[src/rtl/muldiv_pkg.sv]
// Shared encodings for the multi-cycle multiply/divide unit.
package muldiv_pkg;

    typedef enum logic [1:0] {
        OP_MULT  = 2'b00,
        OP_MULTU = 2'b01,
        OP_DIV   = 2'b10,
        OP_DIVU  = 2'b11
    } op_e;

    typedef enum logic [1:0] {
        IDLE = 2'b00,
        PREP = 2'b01,
        RUN  = 2'b10,
        FIX  = 2'b11
    } state_e;

    function automatic logic op_is_div(input op_e o);
        return (o == OP_DIV) || (o == OP_DIVU);
    endfunction

    function automatic logic op_is_signed(input op_e o);
        return (o == OP_MULT) || (o == OP_DIV);
    endfunction

endpackage

[src/rtl/muldiv_step.sv]
// One radix-2 iteration: shift-add multiply or restoring divide.
module muldiv_step #(
    parameter int WIDTH = 32
) (
    input  logic             div,
    input  logic [WIDTH-1:0] acc,
    input  logic [WIDTH-1:0] q,
    input  logic [WIDTH-1:0] b,
    output logic [WIDTH-1:0] acc_next,
    output logic [WIDTH-1:0] q_next
);

    logic [WIDTH:0] sum;
    logic [WIDTH:0] shifted;
    logic           ge;

    always_comb begin
        sum      = {1'b0, acc} + {1'b0, b};
        shifted  = {acc, q[WIDTH-1]};
        ge       = shifted >= {1'b0, b};
        acc_next = acc;
        q_next   = q;
        if (div) begin
            // The true difference is below b, so a WIDTH-bit subtract is exact.
            if (ge) begin
                acc_next = shifted[WIDTH-1:0] - b;
                q_next   = {q[WIDTH-2:0], 1'b1};
            end else begin
                acc_next = shifted[WIDTH-1:0];
                q_next   = {q[WIDTH-2:0], 1'b0};
            end
        end else if (q[0]) begin
            acc_next = sum[WIDTH:1];
            q_next   = {sum[0], q[WIDTH-1:1]};
        end else begin
            acc_next = {1'b0, acc[WIDTH-1:1]};
            q_next   = {acc[0], q[WIDTH-1:1]};
        end
    end

endmodule

[src/rtl/muldiv_unit.sv]
// Multi-cycle signed/unsigned multiply/divide with architectural HI/LO.
module muldiv_unit
    import muldiv_pkg::*;
#(
    parameter int WIDTH = 32
) (
    input  logic             clock,
    input  logic             reset,
    input  logic             start,
    input  logic [1:0]       op,
    input  logic [WIDTH-1:0] a,
    input  logic [WIDTH-1:0] b,
    input  logic             hi_we,
    input  logic             lo_we,
    input  logic [WIDTH-1:0] wdata,
    output logic             busy,
    output logic             done,
    output logic             div_zero,
    output logic [WIDTH-1:0] hi,
    output logic [WIDTH-1:0] lo
);

    localparam int CNT_W = $clog2(WIDTH + 1);

    state_e             state;
    op_e                op_r;
    logic [CNT_W-1:0]   cnt;
    logic [WIDTH-1:0]   acc;
    logic [WIDTH-1:0]   q;
    logic [WIDTH-1:0]   b_r;
    logic               neg_q;
    logic               neg_r;
    logic               dz;
    logic [WIDTH-1:0]   acc_next;
    logic [WIDTH-1:0]   q_next;
    logic [2*WIDTH-1:0] prod;
    logic               sgn;
    logic               is_div;

    assign busy   = (state != IDLE);
    assign sgn    = op_is_signed(op_r);
    assign is_div = op_is_div(op_r);
    assign prod   = neg_q ? -{acc, q} : {acc, q};

    muldiv_step #(.WIDTH(WIDTH)) u_step (
        .div      (is_div),
        .acc      (acc),
        .q        (q),
        .b        (b_r),
        .acc_next (acc_next),
        .q_next   (q_next)
    );

    always_ff @(posedge clock or negedge reset) begin
        if (!reset) begin
            state    <= IDLE;
            op_r     <= OP_MULT;
            cnt      <= '0;
            acc      <= '0;
            q        <= '0;
            b_r      <= '0;
            neg_q    <= 1'b0;
            neg_r    <= 1'b0;
            dz       <= 1'b0;
            done     <= 1'b0;
            div_zero <= 1'b0;
            hi       <= '0;
            lo       <= '0;
        end else begin
            done     <= 1'b0;
            div_zero <= 1'b0;
            unique case (state)
                IDLE: begin
                    if (start) begin
                        op_r  <= op_e'(op);
                        q     <= a;
                        b_r   <= b;
                        state <= PREP;
                    end else begin
                        if (hi_we) hi <= wdata;
                        if (lo_we) lo <= wdata;
                    end
                end
                PREP: begin
                    neg_q <= sgn & (q[WIDTH-1] ^ b_r[WIDTH-1]);
                    neg_r <= sgn & q[WIDTH-1];
                    q     <= (sgn && q[WIDTH-1]) ? -q : q;
                    b_r   <= (sgn && b_r[WIDTH-1]) ? -b_r : b_r;
                    acc   <= '0;
                    cnt   <= '0;
                    dz    <= is_div && (b_r == '0);
                    state <= (is_div && (b_r == '0)) ? FIX : RUN;
                end
                RUN: begin
                    acc <= acc_next;
                    q   <= q_next;
                    cnt <= cnt + CNT_W'(1);
                    if (cnt == CNT_W'(WIDTH - 1)) state <= FIX;
                end
                FIX: begin
                    // Remainder follows the dividend sign; quotient follows sign xor.
                    if (!dz) begin
                        if (is_div) begin
                            lo <= neg_q ? -q : q;
                            hi <= neg_r ? -acc : acc;
                        end else begin
                            {hi, lo} <= prod;
                        end
                    end
                    done     <= 1'b1;
                    div_zero <= dz;
                    state    <= IDLE;
                end
            endcase
        end
    end

endmodule

[config.mk]
export PLATFORM = sky130hd
export DESIGN_NAME = muldiv_unit
export DESIGN_NICKNAME = d
export VERILOG_FILES = /design/src/rtl/muldiv_pkg.sv /design/src/rtl/muldiv_step.sv /design/src/rtl/muldiv_unit.sv
export SDC_FILE = /design/constraint.sdc
export NUM_CORES = 1
export LEC_CHECK = 0
export ABC_AREA = 1
export ABC_CLOCK_PERIOD_IN_PS = 3700
export CAP_MARGIN = 20
export CELL_PAD_IN_SITES_DETAIL_PLACEMENT = 1
export CELL_PAD_IN_SITES_GLOBAL_PLACEMENT = 1
export CORE_MARGIN = 3
export CORE_UTILIZATION = 44
export DETAILED_ROUTE_END_ITERATION = 6
export MAX_ROUTING_LAYER = met4
export PLACE_DENSITY_LB_ADDON = 0.1
export SETUP_SLACK_MARGIN = 0.05
export SYNTH_ARGS = -nofsm -noshare
export SYNTH_HDL_FRONTEND = slang
export SYNTH_SLANG_ARGS = --single-unit
[constraint.sdc]
create_clock -name clock -period 3.7 [get_ports clock]
set_input_delay 0.37 -clock clock [delete_from_list [all_inputs] [get_ports clock]]
set_output_delay 0.37 -clock clock [all_outputs]
set_load 0.02 [all_outputs]
Word level (Yosys, flattened, before mapping)
Cells that the tools add are included.
{"block": "totals", "reg_bits": 175, "input_bits": 103, "output_inout_bits": 67, "elab_cells": 90}
{"block": "classes", "add_sub_neg": 7, "magnitude_cmp": 1, "n_eq_ne": 14, "muxes": 33, "bitwise": 3, "n_reduce_logical": 19}
{"op": "32-bit 2-to-1 mux", "count": 19}
{"op": "32-bit case mux with 2 select lines", "count": 4}
{"op": "32-bit negation", "count": 3}
{"op": "32-bit case mux with 3 select lines", "count": 1}
{"op": "64-bit 2-to-1 mux", "count": 1}
{"op": "64-bit negation", "count": 1}
{"op": "32-bit by 32-bit adder with 33-bit output", "count": 1}
{"op": "33-bit by 32-bit >= comparator with 1-bit output", "count": 1}
{"op": "32-bit logical NOT", "count": 1}
{"op": "32-bit subtractor", "count": 1}
{"op": "2-bit != test (second input constant)", "count": 8}
{"op": "6-bit case mux with 2 select lines", "count": 1}
{"op": "2-bit == test (second input constant)", "count": 4}
{"op": "2-bit case mux with 4 select lines", "count": 1}
{"op": "4-bit AND reduction", "count": 2}
{"op": "2-bit nonzero test", "count": 4}
{"op": "6-bit by 1-bit adder with 6-bit output (second input constant)", "count": 1}
{"op": "6-bit by 5-bit == test with 1-bit output (second input constant)", "count": 1}
{"op": "3-bit AND reduction", "count": 2}
{"op": "2-bit logical NOT", "count": 2}
{"op": "1-bit 2-to-1 mux", "count": 4}
{"op": "2-bit 2-to-1 mux", "count": 2}
{"op": "2-bit AND reduction", "count": 2}
{"op": "1-bit logical AND", "count": 3}
{"op": "5 further kinds", "count": 7}

Longest topological paths before layout
Gate-level depths: netlist (run 1).
{"block": "logic_depth", "word_depth": 5, "depth_mapped": 19, "mapped_depth_nobuf": 19}

Modules after synthesis
From an unflattened synthesis (run 1), not the netlist that was laid out.
{"block": "hier_totals", "cells_unflattened": 2994, "area_unflattened_um2": 17802.1}
{"mod": "muldiv_unit", "n_inst": 1, "cells_each": 1624, "area_per_inst_um2": 11407.2, "seq_area_each_um2": 4379.2}
{"mod": "muldiv_step", "n_inst": 1, "cells_each": 1370, "area_per_inst_um2": 6394.9, "seq_area_each_um2": 0.0}

Worst setup path before layout (run 1)
Ideal clock, no wire load.
{"block": "synth_path", "path_kind": "register to register", "from": "register q[0]", "to": "register q[24]", "setup_ps": 132, "t_arrival_ps": 2215, "required_time_ps": 3568, "slack_ps": 1353, "path_stages_with_launch": 14, "n_path_buf": 3, "synth_period_minus_slack_ps": 2347, "path_cell_list": "dfrtp_1 -> buf_6 -> inv_2 -> buf_2 -> clkbuf_1 -> ha_1 -> nand2_1 -> nor2_4 -> nand4_2 -> nor2_1 -> xor2_1 -> nor2_1 -> o21ai_0 -> o21ai_0"}
{"block": "synth_via", "elab_chain_len": 3}
{"element": "from (decl)", "line_no": "muldiv_unit.sv:29", "text": "logic [WIDTH-1:0] q;"}
{"element": "from (signal assigned)", "line_no": "muldiv_unit.sv:87", "text": "q <= (sgn && q[WIDTH-1]) ? -q : q;"}
{"element": "from (signal assigned)", "line_no": "muldiv_unit.sv:96", "text": "q <= q_next;"}
{"element": "32-bit negation", "line_no": "muldiv_unit.sv:87"}
{"element": "32-bit 2-to-1 mux", "line_no": "muldiv_unit.sv:87"}
{"element": "32-bit case mux with 3 select lines", "line_no": "muldiv_unit.sv:72", "text": "unique case (state)"}
Every way passes these cells. The select of a mux whose other input is x is not followed.
A chain may end at the register's enable or synchronous reset.

Worst setup path after layout (run 1)
{"block": "layout_path", "from": "register q[31]", "to": "register acc[8]"}
{"block": "layout_via", "elab_chain_len": 4, "word_cells_on_any_way": 5, "classes_between": "add/sub: 1; order compare: 1; mux: 3"}
{"element": "32-bit subtractor / 33-bit by 32-bit >= comparator with 1-bit output (equally long branches)", "line_no": "muldiv_step.sv:26, muldiv_step.sv:20"}
{"element": "32-bit 2-to-1 mux (*)", "line_no": "muldiv_step.sv:25", "text": "if (ge) begin"}
{"element": "32-bit 2-to-1 mux (*)", "line_no": "muldiv_step.sv:23", "text": "if (div) begin"}
{"element": "32-bit case mux with 2 select lines (*)", "line_no": "muldiv_unit.sv:72"}
{"element": "to (signal assigned)", "line_no": "muldiv_unit.sv:95", "text": "acc <= acc_next;"}
{"element": "to (decl)", "line_no": "muldiv_unit.sv:28", "text": "logic [WIDTH-1:0] acc;"}
Every way passes the cells marked *; elsewhere a longest branch is shown, timed or not.

==> results.tsv, run 1 <==
metric	value	unit
Max Slew Vio Count	0	
Via-to-Cell Ratio	6.129	
Critical Path AT	3730	ps
area of the mapped netlist	17650	µm²
DR pass1 iterations	7	
slowest stage delay, CP	570	ps
worst path required time	4040	ps
area occupied by multi-input gates	11450	µm²
post-placement cell count	3559	
layout cell share with drive strength beyond 1	5.884	%
CP Cell Sequence	clkinv_1, ha_1, nand3_1, nor2_1, and3_2, nor2_4, nand3_2, inv_1, nand2_1, nand3_1, o21ai_1	
CP startpoint kind	register	
EDFF count, synth	0	
min cycle time layout	3395	ps
RSZ-0062 raised after global routing	no	
Critical Path Fanout Max	12	
routed via count	22050	
drt wl/cell	25.75	µm
Sink Count	175	
Ys Warns	0	
Register Area	4383	µm²
clk_skew	18.66	ps
Async SR Flop Fraction	100.0	%
core area	39100	µm²
buffer depth of the longest clock path	2	
H-Tree Depth	4	
Clock Tree Root	clkbuf_16	
post-synthesis sequential area ratio	24.81	%
Max-slew headroom	28.64	%
DP Wirelength	72.32	mm
Core Rows	72	
DRC Markers	24	
Max Fclk	294.5	MHz
Ports	170	
max-cap viol count	0	
count of cell types in the netlist	54	
Final TNS setup	0	ps
Mean Syn Cell Area	6.011	µm²
run status	complete, but fails checks	
P per Cell Area	1018	nW/µm²
endpoints failing setup	0	
Peak VDD IR	0.5593	mV
Iter 0 DRT Violations	2246	
Leakage	9.912	nW
number of hold violations in the final report	0	
Buffers & Inverters on Critical Path	2	
starting density of the core	45.15	%
Die X	206.3	µm
failing checks	design-rule violations	
Crit Path Class	reg -> reg	
gr usage total	44.65	%
first-pass GRT wire length	138.9	mm
Synth Register Bits	175	
port bufs	169	
# nets final	3240	
Mapped Cells	2937	
non-filler cells, final	3597	
worst min path class	in -> async	
Least-Margin Pin Slew	1059	ps
Crit path max-delay family	simple AND/OR/NAND/NOR gates	
initial antenna violation count	3	
most used flip-flop cell after synthesis	dfrtp_1	
cell mode on critical path	nand3_1	
layout filler cell count	5360	
Syn Nets	3114	
slowest CP cell	ha_1	
largest net degree at the start of global routing	77	
crit share post-route	91.76	%
Post-Route WL	92.63	mm
Final ANT Viol Nets	0	
vias in the first global route	22610	
CTS tree	done	
clk slew on worst S/H paths	80	ps
grt total ovfl	0	
crit path capture type	register	
die height	206.3	µm
die area	42560	µm²
Placer Congestion	1.076	
area grow syn2layout	16.13	%
clk_lat worst skew	500	ps
total CTS buffers	17	
worst register-to-register path: stages, from the launching register on:
cell      delay, ps
dfrtp_1         520
clkinv_1        450
ha_1            570
nand3_1         150
nor2_1           50
and3_2          200
nor2_4          310
nand3_2         350
inv_1           360
nand2_1         100
nand3_1         100
o21ai_1          90
final timing paths:
kind,slack (ps),start,end,cells after the start
worst max-delay path,300,q[31],acc[8],11
worst min register to register,540,lo[18],lo[18],2
min in group clock,500,a[7],q[7],3
worst min-delay path,480,reset,lo[9],2
worst max register to register,300,q[31],acc[8],11
max in group asynchronous,2300,reset,done,3
flip-flops by register name (all words and copies together) (netlist names):
register	flops
acc	32
b_r	32
cnt	6
div_zero	1
done	1
dz	1
hi	32
lo	32
neg_q	1
neg_r	1
op_r	2
q	32
state	2
kinds of logic (layout without fill, tap and decap cells):
family,after synthesis,after routing,synth area share (%)
buffers and inverters,471,610,10.45
flip-flops,175,175,24.81
other,0,3,0
AO/OA/AOI/OAI,558,558,17.68
adder cells (fa/ha/maj),74,74,5.330
AND/OR/NAND/NOR,1604,1604,39.01
XOR/XNOR,55,55,2.729
cell usage after synthesis (5+ instances only):
master | instances | area, µm²
buf_1 | 16 | 60.06
nand2_1 | 861 | 3232
nand3b_1 | 18 | 135.1
dfrtp_1 | 175 | 4379
inv_2 | 15 | 56.30
inv_1 | 336 | 1261
o21ai_0 | 149 | 745.7
nand3_1 | 224 | 1121
o21ai_1 | 10 | 50.05
nor4_1 | 6 | 37.54
xor2_1 | 42 | 367.9
or2_2 | 7 | 43.79
nor2_4 | 7 | 78.83
nor3_1 | 29 | 145.1
nand2_2 | 14 | 87.58
o21bai_1 | 9 | 67.56
nor2_2 | 18 | 112.6
ha_1 | 72 | 900.9
clkinv_1 | 6 | 22.52
nand3_2 | 13 | 130.1
a31oi_1 | 11 | 68.82
clkbuf_1 | 70 | 262.8
nor3_2 | 5 | 50.05
xnor2_1 | 13 | 113.9
o221ai_1 | 7 | 61.31
a21oi_1 | 261 | 1306
o211ai_1 | 72 | 540.5
o22ai_1 | 26 | 162.7
nor2_1 | 345 | 1295
buf_2 | 21 | 105.1
nand4_1 | 42 | 262.8
layout make-up:
type                            instances  area share [%]
Multi-Input combinational cell       2291           55.86
Sequential cell                       175           21.38
Timing Repair Buffer                  221           10.31
Inverter                              357           6.536
Tap cell                              518           3.161
Clock buffer                           20           2.228
Clock inverter                         12          0.4943
Antenna cell                            3         0.03662
power breakdown:
group	switching, mW	internal, mW	total [mW]
logic	10.6	4.45	15.0
registers	1.16	2.79	3.94
clock network	0.969	0.914	1.88
total	12.7	8.15	20.9
repair_timing:
action                     4_1_cts  5_1_grt
setup endpoints to repair        0        0
setup buffers                    0        0
hold endpoints to repair        73        0
resized for setup                0        0
hold buffers                     1        0
cell usage in the layout (no fill, tap or decap), types with 7 or more instances in the layout:
cell type	synthesis	final
nor2_2	18	18
inv_1	336	336
nor2_1	345	345
ha_1	72	69
nand3_1	224	224
o22ai_1	26	26
nand3_2	13	13
xnor2_1	13	13
buf_4	1	47
dfrtp_1	175	174
o21ai_0	149	149
nand2_2	14	15
clkdlybuf4s50_1	0	168
nor2_4	7	7
a31oi_1	11	11
o211ai_1	72	72
nor3_1	29	29
inv_2	15	16
nand4_1	42	42
xor2_1	42	42
or2_2	7	7
a21oi_1	261	261
o21bai_1	9	9
clkbuf_16	0	17
nand2_1	861	860
o221ai_1	7	7
nand3b_1	18	18
o21ai_1	10	10
through the flow:
stage               total power [mW]  cell area [µm²]  utilization, %  setup WS, ps  hold WS (ps)
floorplan                      12.89            17650               -          1353         74.41
global route                   22.14            20500           52.44         225.2         511.0
finish                         20.87            20500           52.44         305.0         477.6
global placement               17.72            19910           50.93         554.5         459.0
CTS                            20.42            20480           52.38         431.6         483.0
detailed placement             18.33            19910           50.93         474.8         454.5
layer usage:
layer	wire length [µm]	global-route usage, %
met1	34970	50.14
met5	0	-
met2	41190	68.18
met3	7399	9.844
met4	9061	36.53
No activity file was read; power rests on OpenSTA's default activity.
==> inputs of run 2 (changes only) <==
--- a/config.mk
+++ b/config.mk
@@ -11,9 +11,8 @@
 export CELL_PAD_IN_SITES_DETAIL_PLACEMENT = 1
 export CELL_PAD_IN_SITES_GLOBAL_PLACEMENT = 1
 export CORE_MARGIN = 3
-export CORE_UTILIZATION = 44
+export CORE_UTILIZATION = 37
 export DETAILED_ROUTE_END_ITERATION = 6
-export MAX_ROUTING_LAYER = met4
 export PLACE_DENSITY_LB_ADDON = 0.1
 export SETUP_SLACK_MARGIN = 0.05
 export SYNTH_ARGS = -nofsm -noshare
==> run 2 against run 1 <==
Against the previous run:
- the flow now finishes without violations
- register-to-register slack improved by 150 ps
- first-iteration DRC count fell by 23%
- largest power group unchanged
- global-route usage fell by 9.3 points
==> results.tsv, run 2 (synthesis results as in run 1) <==
metric	value	unit	change
run status	finished, final reports clean		was complete, but fails checks
port bufs	169		unchanged
clk_skew	12.86	ps	was 18.66 ps
commonest non-fill, non-tap cell in the layout	nand2_1		unchanged
CTS resizes	0		unchanged
endpoints failing setup	0		unchanged
FF-to-FF Start	q[31]		unchanged
initial antenna violation count	1		was 3
Via-to-Cell Ratio	5.705		was 6.129
Max-slew headroom	29.59	%	was 28.64%
most frequent cells in the layout	nand2_1 (860), nor2_1 (345), inv_1 (336)		unchanged
Final TNS setup	0	ps	unchanged
Core Rows	79		was 72
Leakage	9.918	nW	was 9.912 nW
total CTS buffers	17		unchanged
area occupied by multi-input gates	11450	µm²	unchanged
Register Area	4383	µm²	unchanged
clk slew on worst S/H paths	80	ps	about the same
CTS Hold Bufs	1		unchanged
grt total ovfl	0		unchanged
Critical Path AT	3640	ps	was 3730 ps
buffer depth of the longest clock path	2		unchanged
Max Slew Vio Count	0		unchanged
drt wl/cell	24.30	µm	was 25.75 µm
Critical Path Fanout Max	8		was 12
M1 WL	36.37	mm	was 34.97 mm
max-cap viol count	0		unchanged
gr usage total	35.31	%	was 44.65%
DR pass1 iterations	5		was 7
Ports	170		unchanged
CTS tree	done		unchanged
worst min path class	in -> async		unchanged
DP Wirelength	71.90	mm	was 72.32 mm
min cycle time layout	3241	ps	was 3395 ps
Max Fclk	308.6	MHz	was 294.5 MHz
clk_lat worst skew	520	ps	was 500 ps
Iter 0 DRT Violations	1734		was 2,246
Final ANT Viol Nets	0		unchanged
Clock Tree Root	clkbuf_16		unchanged
number of hold violations in the final report	0		unchanged
H-Tree Depth	4		unchanged
routed via count	21010		was 22,050
Least-Margin Pin Slew	1054	ps	was 1059 ps
crit path capture type	register		unchanged
Post-Route WL	89.46	mm	was 92.63 mm
area grow syn2layout	16.93	%	was 16.13%
R2R setup slack	460	ps	was 300 ps
Max Used Layer	met4		unchanged
# nets final	3239		was 3,240
crit share post-route	87.59	%	was 91.76%
vias in the first global route	21460		was 22,610
layout filler cell count	6394		was 5,360
metal2 WL	42.39	mm	was 41.19 mm
die height	224.4	µm	was 206.3 µm
worst path required time	4100	ps	was 4040 ps
worst reg2reg path depth	17		was 11
Sink Count	175		unchanged
first-pass GRT wire length	133.8	mm	was 138.9 mm
layout cell share with drive strength beyond 1	5.856	%	was 5.884%
met3 wire length	4.473	mm	was 7.399 mm
CP startpoint kind	register		unchanged
RSZ-0062 raised after global routing	no		unchanged
P per Cell Area	998.0	nW/µm²	was 1018 nW/µm²
starting density of the core	37.68	%	was 45.15%
Crit Path Class	reg -> reg		unchanged
DRC Markers	0		was 24
Peak VDD IR	0.4357	mV	was 0.5593 mV
Die X	224.4	µm	was 206.3 µm
reg2reg end	acc[28]		was acc[8]
core area	46850	µm²	was 39,100 µm²
die area	50370	µm²	was 42,560 µm²
largest net degree at the start of global routing	82		was 77
Setup Fix Bufs, Post-CTS	0		unchanged
Placer Congestion	0.9970		was 1.076
Pwr Total	20.60	mW	was 20.87 mW
-- run 2: cell types whose count changed in the layout (fill, tap and decap cells not counted), sizes merged --
cell      delta
clkbuf       -5
bufinv       +2
clkinv       -2
diode        -2
buf          +1
clkinvlp     +1
inv          +1
-- run 2: worst max-delay path by stage --
stage                      start       to  slack [ps]  cells after the start
after floorplan             q[0]    q[24]        1350                     13
after global placement     q[31]  acc[28]         540                     17
after detailed placement   q[31]  acc[28]         570                     17
after CTS                  q[31]  acc[28]         540                     17
after global routing      b_r[4]  acc[25]         270                     17
final                      q[31]  acc[28]         460                     17
-- run 2: through the flow --
step                      hold WS, ps  area, µm²  setup WS (ps)  util [%]  instances
final                           419.2      20640          459.1     44.06       3682
after CTS                       413.5      20640          539.6     44.06       3681
after global routing            451.4      20640          274.4     44.06       3681
after global placement          410.0      20030          539.0     42.75       3649
after floorplan                 74.41      17650           1353         -       2937
after detailed placement        403.6      20030          566.0     42.75       3649
-- run 2: routing by layer --
layer / track usage (%) / vias to the layer above
met4: 22.12 / 0
li1: - / 9863
met1: 42.36 / 10240
met3: 4.620 / 203
met5: 0 / -
met2: 60.05 / 695
-- run 2: worst max-delay path: stages, from the launching register on --
cell and delay, ps:
dfrtp_1 520, clkinv_1 360, ha_1 320, inv_1 180
fa_1 250, nand2_1 70, nand3_1 130, nand3_1 110
nand2_1 290, nand2_1 90, nand2_1 160, nand3_1 180
nand2_1 130, nand2_1 60, nand3_1 90, nand2_1 70
nand2_1 60, nand2_1 50
-- run 2: cell type report --
| cell class | count | area share, % |
|---|---|---|
| clock buffers | 17 | 2.061 |
| clock inverters | 14 | 0.8485 |
| inverters | 357 | 6.491 |
| flip-flops and latches | 175 | 21.23 |
| well taps | 607 | 3.679 |
| multi-input cells | 2291 | 55.48 |
| repair buffers | 220 | 10.20 |
| diodes | 1 | 0.01212 |
-- run 2: power by group --
group | switching (mW) | leakage [nW] | internal, mW | total, mW
Sequential | 1.03 | 2.12 | 2.79 | 3.82
Combinational | 10.3 | 7.51 | 4.46 | 14.8
Clock | 0.971 | 0.288 | 1.01 | 1.99
Total | 12.3 | 9.92 | 8.27 | 20.6
==> inputs of run 3 (changes only) <==
--- a/config.mk
+++ b/config.mk
@@ -10,7 +10,7 @@
 export CAP_MARGIN = 20
 export CELL_PAD_IN_SITES_DETAIL_PLACEMENT = 1
 export CELL_PAD_IN_SITES_GLOBAL_PLACEMENT = 1
-export CORE_MARGIN = 3
+export CORE_MARGIN = 2
 export CORE_UTILIZATION = 37
 export DETAILED_ROUTE_END_ITERATION = 6
 export PLACE_DENSITY_LB_ADDON = 0.1
==> run 3 against run 2 <==
Against the previous run:
- register-to-register slack worse by 50 ps
- power increased by 0.66%
- critical path type unchanged
- sequential share of layout area is 0.051 points lower
- highest routed layer unchanged
- critical endpoint is now acc[25]
==> results.tsv, run 3 (synthesis results as in run 1) <==
metric	value	unit	change
CTS Hold Bufs	1		unchanged
port bufs	169		unchanged
Final TNS setup	0	ps	unchanged
final instance area	20690	µm²	was 20,640 µm²
worst min path class	in -> async		unchanged
Max-slew headroom	36.31	%	was 29.59%
Pwr Total	20.74	mW	was 20.60 mW
commonest non-fill, non-tap cell in the layout	nand2_1		unchanged
setup slack at placement	487.5	ps	was 566.0 ps
crit path capture type	register		unchanged
Post-Route WL	90.41	mm	was 89.46 mm
Crit Path Class	reg -> reg		unchanged
min cycle time layout	3287	ps	was 3241 ps
Sink Count	175		unchanged
GRT met2 Usage	60.42	%	was 60.05%
endpoints failing setup	0		unchanged
vias in the first global route	21550		was 21,460
largest net degree at the start of global routing	95		was 82
Peak VDD IR	0.4205	mV	was 0.4357 mV
area grow syn2layout	17.21	%	was 16.93%
gr busiest metal	met2		unchanged
most frequent cells in the layout	nand2_1 (860), nor2_1 (345), inv_1 (336)		unchanged
buffer depth of the longest clock path	2		unchanged
worst path required time	4140	ps	was 4100 ps
slowest CP cell	dfrtp_1		unchanged
DRC Markers	0		unchanged
Critical Path AT	3730	ps	was 3640 ps
# nets final	3242		was 3,239
core area	47450	µm²	was 46,850 µm²
Iter 0 DRT Violations	1756		was 1,734
clk_skew	14.24	ps	was 12.86 ps
crit share post-route	88.85	%	was 87.59%
Setup Fix Bufs, Post-CTS	0		unchanged
run status	finished, final reports clean		unchanged
DP Wirelength	72.67	mm	was 71.90 mm
total CTS buffers	17		unchanged
CTS resizes	0		unchanged
routed via count	21000		was 21,010
Clock Tree Root	clkbuf_16		unchanged
CTS tree	done		unchanged
Ports	170		unchanged
DR pass1 iterations	5		unchanged
grt total ovfl	0		unchanged
RSZ-0062 raised after global routing	no		unchanged
initial antenna violation count	0		was 1
gr usage total	36.58	%	was 35.31%
Core Rows	80		was 79
P per Cell Area	1002	nW/µm²	was 998.0 nW/µm²
CP Cell Sequence	ha_1, nand2_2, inv_1, a21oi_1, nand2_1, nand2_1, nand2_1, nor2_4, nand2_4, nand2_2, o21ai_0, nand2_1, nand2_1, nand2_1		was clkinv_1, ha_1, inv_1, fa_1, nand2_1, nand3_1, nand3_1, nand2_1, nand2_1, nand2_1, nand3_1, nand2_1, nand2_1, nand3_1, nand2_1, nand2_1, nand2_1
Least-Margin Pin Slew	945.3	ps	was 1054 ps
Critical Path Fanout Max	33		was 8
cell mode on critical path	nand2_1		unchanged
placed inst area	20080	µm²	was 20,030 µm²
number of hold violations in the final report	0		unchanged
diode count	0		was 1
clk slew on worst S/H paths	80	ps	about the same
drt wl/cell	24.48	µm	was 24.30 µm
first-pass GRT wire length	135.6	mm	was 133.8 mm
met1 usage	44.19	%	was 42.36%
CP startpoint kind	register		unchanged
grt met3 use	5.633	%	was 4.620%
starting density of the core	37.21	%	was 37.68%
die height	222.4	µm	was 224.4 µm
layout cell share with drive strength beyond 1	5.978	%	was 5.856%
Leakage	9.946	nW	was 9.918 nW
Max Slew Vio Count	0		unchanged
Final ANT Viol Nets	0		unchanged
clk_lat worst skew	510	ps	was 520 ps
max-cap viol count	0		unchanged
Worst Slack Setup Final	412.7	ps	was 459.1 ps
die area	49480	µm²	was 50,370 µm²
Via-to-Cell Ratio	5.686		was 5.705
Die X	222.4	µm	was 224.4 µm
H-Tree Depth	4		unchanged
Placer Congestion	0.9917		was 0.9970
layout filler cell count	6464		was 6,394
slowest stage delay, CP	850	ps	was 520 ps
Max Fclk	304.2	MHz	was 308.6 MHz
## run 3: cell types whose count changed in the layout (fill, tap and decap cells not counted)
cell | previous run | this run
inv_6 | 5 | 2
clkinvlp_4 | 2 | 1
inv_8 | 2 | 6
bufinv_16 | 2 | 0
buf_4 | 48 | 50
clkinv_8 | 1 | 5
clkinv_4 | 2 | 1
buf_12 | 2 | 3
diode_2 | 1 | 0
## run 3: layout make-up
class	instances	area [µm²]	share of cell area [%]
multi-input cells	2291	11450	55.34
flip-flops and latches	175	4383	21.18
repair buffers	223	2141	10.35
inverters	357	1340	6.476
well taps	615	769.5	3.718
clock buffers	17	425.4	2.056
clock inverters	15	182.7	0.8828
## run 3: worst max-delay path: cells and delay by family (launching register included)
| family | cells | cell delay [ps] |
|---|---|---|
| AOI/OAI and AO/OA | 2 | 320 |
| adders and majority gates | 1 | 470 |
| buffers and inverters | 1 | 70 |
| DFF | 1 | 850 |
| and+or+nand+nor | 10 | 1500 |
## run 3: worst paths after layout
path                         start  slack (ps)       to  cells after the start
hold reg to reg             lo[24]         510   lo[24]                      2
setup / recovery           acc[22]         410  acc[25]                     14
setup reg to reg           acc[22]         410  acc[25]                     14
max in group asynchronous    reset        2130  b_r[31]                      3
hold / removal               reset         450    q[10]                      2
min in group clock           op[1]         460  op_r[1]                      3
## run 3: per-stage QoR
stage	hold slack (ps)	utilization, %	std cells
6_report	454.5	43.62	3693
2_1_floorplan	74.41	-	2937
5_1_grt	488.1	43.62	3693
3_3_place_gp	471.7	42.31	3660
4_1_cts	439.7	43.62	3693
3_5_place_dp	499.8	42.31	3660
## run 3: where the power goes
part | total (mW) | internal [mW] | switching, mW
Sequential | 3.90 | 2.79 | 1.11
Combinational | 14.9 | 4.50 | 10.4
Clock | 1.97 | 0.917 | 1.05
## run 3: metal layers
layer  up-vias  routed length [µm]
met3       213                4652
met2       690               41780
met4         0                6761
li1       9873                   -
met1     10220               37220
met5         -                   0
